File: src/rtl/alu_share_arb.sv
// Time-shares one combinational 32-bit ALU between two valid/ready requesters (IDLE/EXEC/RESP).
// Define ALU_SHARE_RR_EN for round-robin arbitration; otherwise port 0 has fixed priority.
module alu_share_arb #(
   parameter int W = 32
) (
   input  logic         clk,
   input  logic         reset,
   input  logic         req_valid0,
   input  logic         req_valid1,
   output logic         req_ready0,
   output logic         req_ready1,
   input  logic [3:0]   req_op0,
   input  logic [3:0]   req_op1,
   input  logic [W-1:0] req_a0,
   input  logic [W-1:0] req_a1,
   input  logic [W-1:0] req_b0,
   input  logic [W-1:0] req_b1,
   output logic         rsp_valid0,
   output logic         rsp_valid1,
   input  logic         rsp_ready0,
   input  logic         rsp_ready1,
   output logic [W-1:0] rsp_result,
   output logic [3:0]   rsp_flags,
   output logic         busy
);

   typedef enum logic [1:0] {IDLE, EXEC, RESP} state_t;

   state_t         state_q, state_d;
   logic [3:0]     op_q, op_d;
   logic [W-1:0]   a_q, a_d, b_q, b_d;
   logic [W-1:0]   result_q, result_d;
   logic [3:0]     flags_q, flags_d;
   logic           gnt_q, gnt_d;
   logic           arb_gnt;
`ifdef ALU_SHARE_RR_EN
   logic           last_grant_q, last_grant_d;
`endif

   logic [W:0]     sum, diff;
   logic [W-1:0]   alu_res;
   logic           alu_c, alu_v, alu_err, alu_z;

   // ALU: driven only by the captured operand registers
   always_comb begin
      sum     = {1'b0, a_q} + {1'b0, b_q};
      diff    = {1'b0, a_q} - {1'b0, b_q};
      alu_res = '0;
      alu_c   = 1'b0;
      alu_v   = 1'b0;
      alu_err = 1'b0;
      case (op_q)
         4'b0000: begin
            alu_res = sum[W-1:0];
            alu_c   = sum[W];
            alu_v   = (a_q[W-1] == b_q[W-1]) && (sum[W-1] != a_q[W-1]);
         end
         4'b1000: begin
            // carry on subtract reports a borrow (A < B unsigned)
            alu_res = diff[W-1:0];
            alu_c   = diff[W];
            alu_v   = (a_q[W-1] != b_q[W-1]) && (diff[W-1] != a_q[W-1]);
         end
         4'b0001: alu_res = a_q & b_q;
         4'b0010: alu_res = a_q | b_q;
         4'b0011: alu_res = ~(a_q | b_q);
         4'b0110: alu_res = {{(W-1){1'b0}}, ($signed(a_q) < $signed(b_q))};
         4'b0111: alu_res = {{(W-1){1'b0}}, (a_q < b_q)};
         4'b1001: alu_res = b_q << 16;
         default: alu_err = 1'b1;
      endcase
      alu_z = (alu_res == '0);
   end

`ifdef ALU_SHARE_RR_EN
   always_comb begin
      if (req_valid0 && req_valid1) arb_gnt = ~last_grant_q;
      else                          arb_gnt = ~req_valid0;
   end
`else
   assign arb_gnt = ~req_valid0;
`endif

   always_comb begin
      state_d    = state_q;
      op_d       = op_q;
      a_d        = a_q;
      b_d        = b_q;
      gnt_d      = gnt_q;
      result_d   = result_q;
      flags_d    = flags_q;
`ifdef ALU_SHARE_RR_EN
      last_grant_d = last_grant_q;
`endif
      req_ready0 = 1'b0;
      req_ready1 = 1'b0;
      rsp_valid0 = 1'b0;
      rsp_valid1 = 1'b0;
      case (state_q)
         IDLE: begin
            if (req_valid0 || req_valid1) begin
               req_ready0 = ~arb_gnt;
               req_ready1 = arb_gnt;
               op_d       = arb_gnt ? req_op1 : req_op0;
               a_d        = arb_gnt ? req_a1  : req_a0;
               b_d        = arb_gnt ? req_b1  : req_b0;
               gnt_d      = arb_gnt;
`ifdef ALU_SHARE_RR_EN
               last_grant_d = arb_gnt;
`endif
               state_d    = EXEC;
            end
         end
         EXEC: begin
            result_d = alu_res;
            flags_d  = {alu_err, alu_c, alu_v, alu_z};
            state_d  = RESP;
         end
         RESP: begin
            rsp_valid0 = ~gnt_q;
            rsp_valid1 = gnt_q;
            if (gnt_q ? rsp_ready1 : rsp_ready0) state_d = IDLE;
         end
         default: state_d = IDLE;
      endcase
   end

   always_ff @(posedge clk or posedge reset) begin
      if (reset) begin
         state_q  <= IDLE;
         op_q     <= '0;
         a_q      <= '0;
         b_q      <= '0;
         gnt_q    <= 1'b0;
         result_q <= '0;
         flags_q  <= '0;
`ifdef ALU_SHARE_RR_EN
         last_grant_q <= 1'b1;
`endif
      end else begin
         state_q  <= state_d;
         op_q     <= op_d;
         a_q      <= a_d;
         b_q      <= b_d;
         gnt_q    <= gnt_d;
         result_q <= result_d;
         flags_q  <= flags_d;
`ifdef ALU_SHARE_RR_EN
         last_grant_q <= last_grant_d;
`endif
      end
   end

   assign rsp_result = result_q;
   assign rsp_flags  = flags_q;
   assign busy       = (state_q != IDLE);

endmodule
File: config.mk
export PLATFORM = sky130hd
export DESIGN_NAME = alu_share_arb
export DESIGN_NICKNAME = d
export VERILOG_FILES = /design/src/rtl/alu_share_arb.sv
export SDC_FILE = /design/constraint.sdc
export NUM_CORES = 1
export LEC_CHECK = 0
export BUFFER_PORTS_ARGS = -buffer_cell sky130_fd_sc_hd__buf_4
export CORE_MARGIN = 2
export CORE_UTILIZATION = 40
export DETAILED_ROUTE_END_ITERATION = 6
export GPL_TIMING_DRIVEN = 0
export RECOVER_POWER = 100
export SYNTH_ARGS = -nofsm -noshare
export SYNTH_HDL_FRONTEND = slang
export SYNTH_SLANG_ARGS = --single-unit
File: constraint.sdc
create_clock -name clk -period 5 [get_ports clk]
set_clock_uncertainty 0.2 [all_clocks]
set_input_delay 0.75 -clock clk [delete_from_list [all_inputs] [get_ports clk]]
set_output_delay 0.75 -clock clk [all_outputs]
set_load 0.05 [all_outputs]
# --- Yosys cells after proc, flatten, opt, wreduce, memory -nomap -nowiden ---
# Index checks and enable logic that the tools add are counted.
# Widths: inputs -> output; s select.
totals:
  ff_bits: 107
  output_inout_bits: 41
  wordCells: 58
  input_bits: 142
op_classes:
  n_addsub: 2
  eq_ne: 15
  n_bitwise: 5
  n_reduce_logical: 10
  n_lt_le_gt_ge: 2
  n_mux: 17
op_table:
  columns: ["cell", "count"]
  rows:
  - ["$pmux 32 s8", 1]
  - ["$lt 32x32->1", 2]
  - ["$mux 32", 2]
  - ["$add 32x32->33", 1]
  - ["$sub 32x32->33", 1]
  - ["$and 32x32->32", 1]
  - ["$logic_not 32->1", 1]
  - ["$not 32->32", 1]
  - ["$or 32x32->32", 1]
  - ["$eq 4x2->1 const B", 2]
  - ["$eq 4x3->1 const B", 2]
  - ["$eq 4x4->1 const B", 2]
  - ["$mux 1", 8]
  - ["$reduce_or 8->1", 1]
  - ["$pmux 2 s3", 1]
  - ["$eq 4x1->1 const B", 1]
  - ["$logic_not 4->1", 1]
  - ["$mux 2", 2]
  - ["$mux 4", 1]
  - ["$ne 2x2->1 const B", 2]
  - ["$pmux 1 s2", 2]
  - ["$reduce_and 2->1", 2]
  - ["$ne 1x1->1", 3]
  - ["$eq 2x1->1 const B", 1]
  - ["7 further kinds", 9]

# --- Depth between registers and ports, before layout ---
logic_depth:
  depth_word: 4
  mapped_depth: 15
  mapped_depth_nobuf: 15

# --- Worst setup path after synthesis ---
# OpenSTA, ideal clock, no wires.
synth_timing:
  path_kind: "reg2reg"
  start: "register b_q[0]"
  end: "register flags_q[0], in the netlist rsp_flags[0]"
  n_path_buf: 0
  setup_ns: 0.068
  setup_slack_ns: 1.532
  t_required_ns: 4.732
  t_arrival_ns: 3.199
  path_stages_with_launch: 14
  path_cell_list: "dfrtp_1 -> ha_1 -> fa_1 -> a21o_1 -> a221o_1 -> a31oi_1 -> nor2_1 -> a211oi_1 -> o22ai_1 -> or3_1 -> nor4_1 -> nand4_1 -> nor4_1 -> a32o_1"
synth_between:
  elab_chain_len: 4
synth_lines:
  columns: ["element", "line_no", "text"]
  rows:
  - ["start, declared", "31", "logic [W-1:0] a_q, a_d, b_q, b_d;"]
  - ["start signal, assigned", "133", "b_q <= '0;"]
  - ["start signal, assigned", "144", "b_q <= b_d;"]
  - ["branches (longest 2 deep; another with $sub 32x32->33)", null, null]
  - ["$pmux 32 s8 *", "52", "case (op_q)"]
  - ["$logic_not 32->1 *", "72", "alu_z = (alu_res == '0);"]
  - ["end signal, assigned", "147", "flags_q <= flags_d;"]
  - ["end, declared", "33", "logic [3:0] flags_q, flags_d;"]
# Mark *: on every way between the ends.
# A chain may end at the register's enable or synchronous reset.

# --- Worst setup path in the final report ---
layout_timing:
  start: "register op_q[3]"
  end: "register flags_q[0], in the netlist rsp_flags[0]"
layout_between:
  elab_chain_len: 3
layout_lines:
  columns: ["element", "line_no", "text"]
  rows:
  - ["start, declared", "30", "logic [3:0] op_q, op_d;"]
  - ["start signal, assigned", "142", "op_q <= op_d;"]
  - ["$eq 4x4->1, or another cell as far along", "52", null]
  - ["$pmux 32 s8 *", "52", null]
  - ["$logic_not 32->1 *", "72", null]
# Mark *: on every way between the ends. The rest lies on a longest branch, timed or not.

==> impl_metrics.yaml <==
placed_design:
  port_buffers: 181
  pre_cts_slack_ps: 386
  placed_area_um2: 12600
  detailed_place_hpwl_mm: 34.1
  gp_congestion: 0.989
worst_setup_path:
  cp-end-kind: "register"
  worst-setup-path-type: "reg -> reg"
  cp-start-kind: "register"
  cp_data_arrival_time_ps: 4800
  critPathMaxFanout: 10
  required_ps: 5080
sta:
  relSlewSlack_pct: -63.6
  setup_viol: 0
  fmax_mhz: 212
  hold_violations: 0
  hold_slack_ps: 284
  worstMarginPinSlew_ps: 2440
  final.period_utilization_pct: 94.4
  setup_slack_ps: 279
  rsz0062_at_grt: "false"
  report.final.slew_viol_count: 66
  min_period_ps: 4720
synthesis:
  synth_common_cells: "161 x nor2_1, 148 x a21oi_1, 107 x dfrtp_1, 107 x ha_1, 102 x mux2i_1"
  yosysUniqueCellTypes: 94
  synthSimpleGateAreaFrac_pct: 16.7
  synthAdderAreaFrac_pct: 12.8
  synth_xor_area_share_pct: 0.406
  ys_seq_area_share_pct: 24.8
  yosysTopAreaCell: "dfrtp_1"
  synth-edff-count: 0
  synth_top_family_by_area: "compound AO/OA/AOI/OAI gates"
  yosys_warnings: 0
  yosys_most_used_dff: "dfrtp_1"
  syn_avg_cell_area_um2: 8.09
  synthMuxAreaShare_pct: 9.78
  ys_seq_elements: 107
  synth.most_common_cell: "nor2_1"
  synth-compound-area-share_pct: 28.2
  netlist_instances: 1334
  synth_nets: 1585
  async_flop_share_pct: 100
  netlist_area_um2: 10800
  synthTopCellsByArea: "dfrtp_1 25%, ha_1 12%, mux2i_1 9.5%, a21oi_1 6.9%, nor2_1 5.6%"
  yosys.area.top_type_share_pct: 24.8
run_status:
  violations: "capacitance limit, slew limit"
  status: "complete, but fails checks"
die:
  ioPinCount: 183
  num_rows: 60
  die_area_um2: 28300
  core_um2: 26700
  initial_core_util_pct: 40.4
  die_w_um: 168
  dieHeight_um: 168
clock_tree:
  cts.sinks: 107
  path_clk_slew_ps: 100
  htreeDepth: 3
  clock_path_buffers: 2
  cts_buffers: 9
  root_buffer: "clkbuf_16"
  cts_setup_buffers: 0
  insertion_delay_ps: 380
  cts_tree: "done"
routing:
  post_drt_wl_per_cell_um: 22.6
  vias: 11100
  first_pass_iters: 6
  drc: 0
  met3_length_mm: 4.02
  highest_layer: "met4"
  ant_nets: 0
  wirelength_mm: 42.3
  routed_via_density: 5.92
  wl_met1_mm: 19.2
  drt_iter0_drc: 1145
  wl_met2_mm: 17.7
job:
  maxCapViolCount: 2
final_layout:
  stdcell_area_um2: 12700
  drive_gt1_share_pct: 14.8
  n_antenna_cell: 0
  num-fill-cells: 2726
  nNetsFinal: 1778
  syn_to_final_growth_pct: 17.8
global_route:
  grt_usage_pct: 29.3
  grt_pass1_wl_mm: 63.6
  grt_pass1_vias: 10600
  grt_max_degree: 55
  grt_antenna_before_repair: 0
  grt_overflow: 0
worst_hold_path:
  min_path_type: "reg -> reg"
==> metal layers <==
layer	up-vias	global-route usage, %
li1	5230	-
met1	5202	42.3
met2	589	44.0
met3	73	5.48
met4	0	9.75
met5	-	0
==> registers in the layout (all words and copies together), names as in the netlist <==
| register | cells |
|---|---|
| a_q | 32 |
| b_q | 32 |
| gnt_q | 1 |
| op_q | 4 |
| rsp_flags | 4 |
| rsp_result | 32 |
| state_q | 2 |
==> metrics by stage <==
step           TNS (ps)  cells  utilization [%]
6_report              0   1873             47.5
5_1_grt               0   1873             47.5
4_1_cts               0   1873             48.3
3_5_place_dp          0   1857             47.2
3_3_place_gp      -9620   1856             47.1
2_1_floorplan         0   1334                -
==> final cells by class <==
| class | count | area [um2] | share of cell area [%] |
|---|---|---|---|
| Buffer | 91 | 432 | 3.40 |
| Clock buffer | 9 | 225 | 1.77 |
| Clock inverter | 7 | 77.6 | 0.610 |
| Inverter | 94 | 354 | 2.79 |
| Multi-Input combinational cell | 1042 | 7300 | 57.5 |
| Sequential cell | 107 | 2680 | 21.1 |
| Tap cell | 341 | 427 | 3.36 |
| Timing Repair Buffer | 182 | 1210 | 9.55 |
==> layout by cell type (no fill, tap or decap), types with 14 or more instances in the layout <==
cell / n
nor2b_1: 14
nand2b_1: 15
a211oi_1: 15
a31oi_1: 14
a21oi_1: 148
dfrtp_1: 107
nor3_1: 31
buf_2: 18
nor2_1: 161
inv_1: 92
buf_4: 146
o22ai_1: 31
nand3_1: 18
o21ai_0: 57
mux2i_1: 102
ha_1: 107
nand2_1: 79
clkbuf_1: 94
a22o_1: 20
==> critical path, stage by stage, from the launching register on <==
cell and delay [ps]:
dfrtp_1 360, buf_2 160, or2_1 210, buf_2 190, nor3_1 830, clkbuf_1 600
clkbuf_1 660, buf_2 450, o21ai_0 150, a21oi_1 350, nor2_1 90, nand4_1 110
nor4_1 50, a32o_1 210
==> logic make-up after synthesis <==
kind of cell             after synthesis
AND/OR/NAND/NOR                      378
buffers and inverters                185
flip-flops                           107
XOR/XNOR                               5
multiplexers                         105
adder cells (fa/ha/maj)              109
AO/OA/AOI/OAI                        445
==> final timing paths <==
path                                           start                        end  slack [ps]  cells past startpoint
min reg2reg                rsp_result[9]$_DFFE_PP0N_  rsp_result[9]$_DFFE_PP0N_         280                      2
max                              op_q[3]$_DFFE_PP0P_   rsp_flags[0]$_DFFE_PP0N_         280                     13
min in group asynchronous                      reset        b_q[27]$_DFFE_PP0P_         820                      2
min                        rsp_result[9]$_DFFE_PP0N_  rsp_result[9]$_DFFE_PP0N_         280                      2
max reg2reg                      op_q[3]$_DFFE_PP0P_   rsp_flags[0]$_DFFE_PP0N_         280                     13
max in group asynchronous                      reset        a_q[11]$_DFFE_PP0P_        1640                      3
==> repair_timing <==
action                     CTS  global route
setup endpoints to repair    0             1
resized for setup            0             1
hold buffers                 0             0
Power is not shown: default switching activity piles up to over one toggle a cycle in this logic, so the estimate is an artifact.
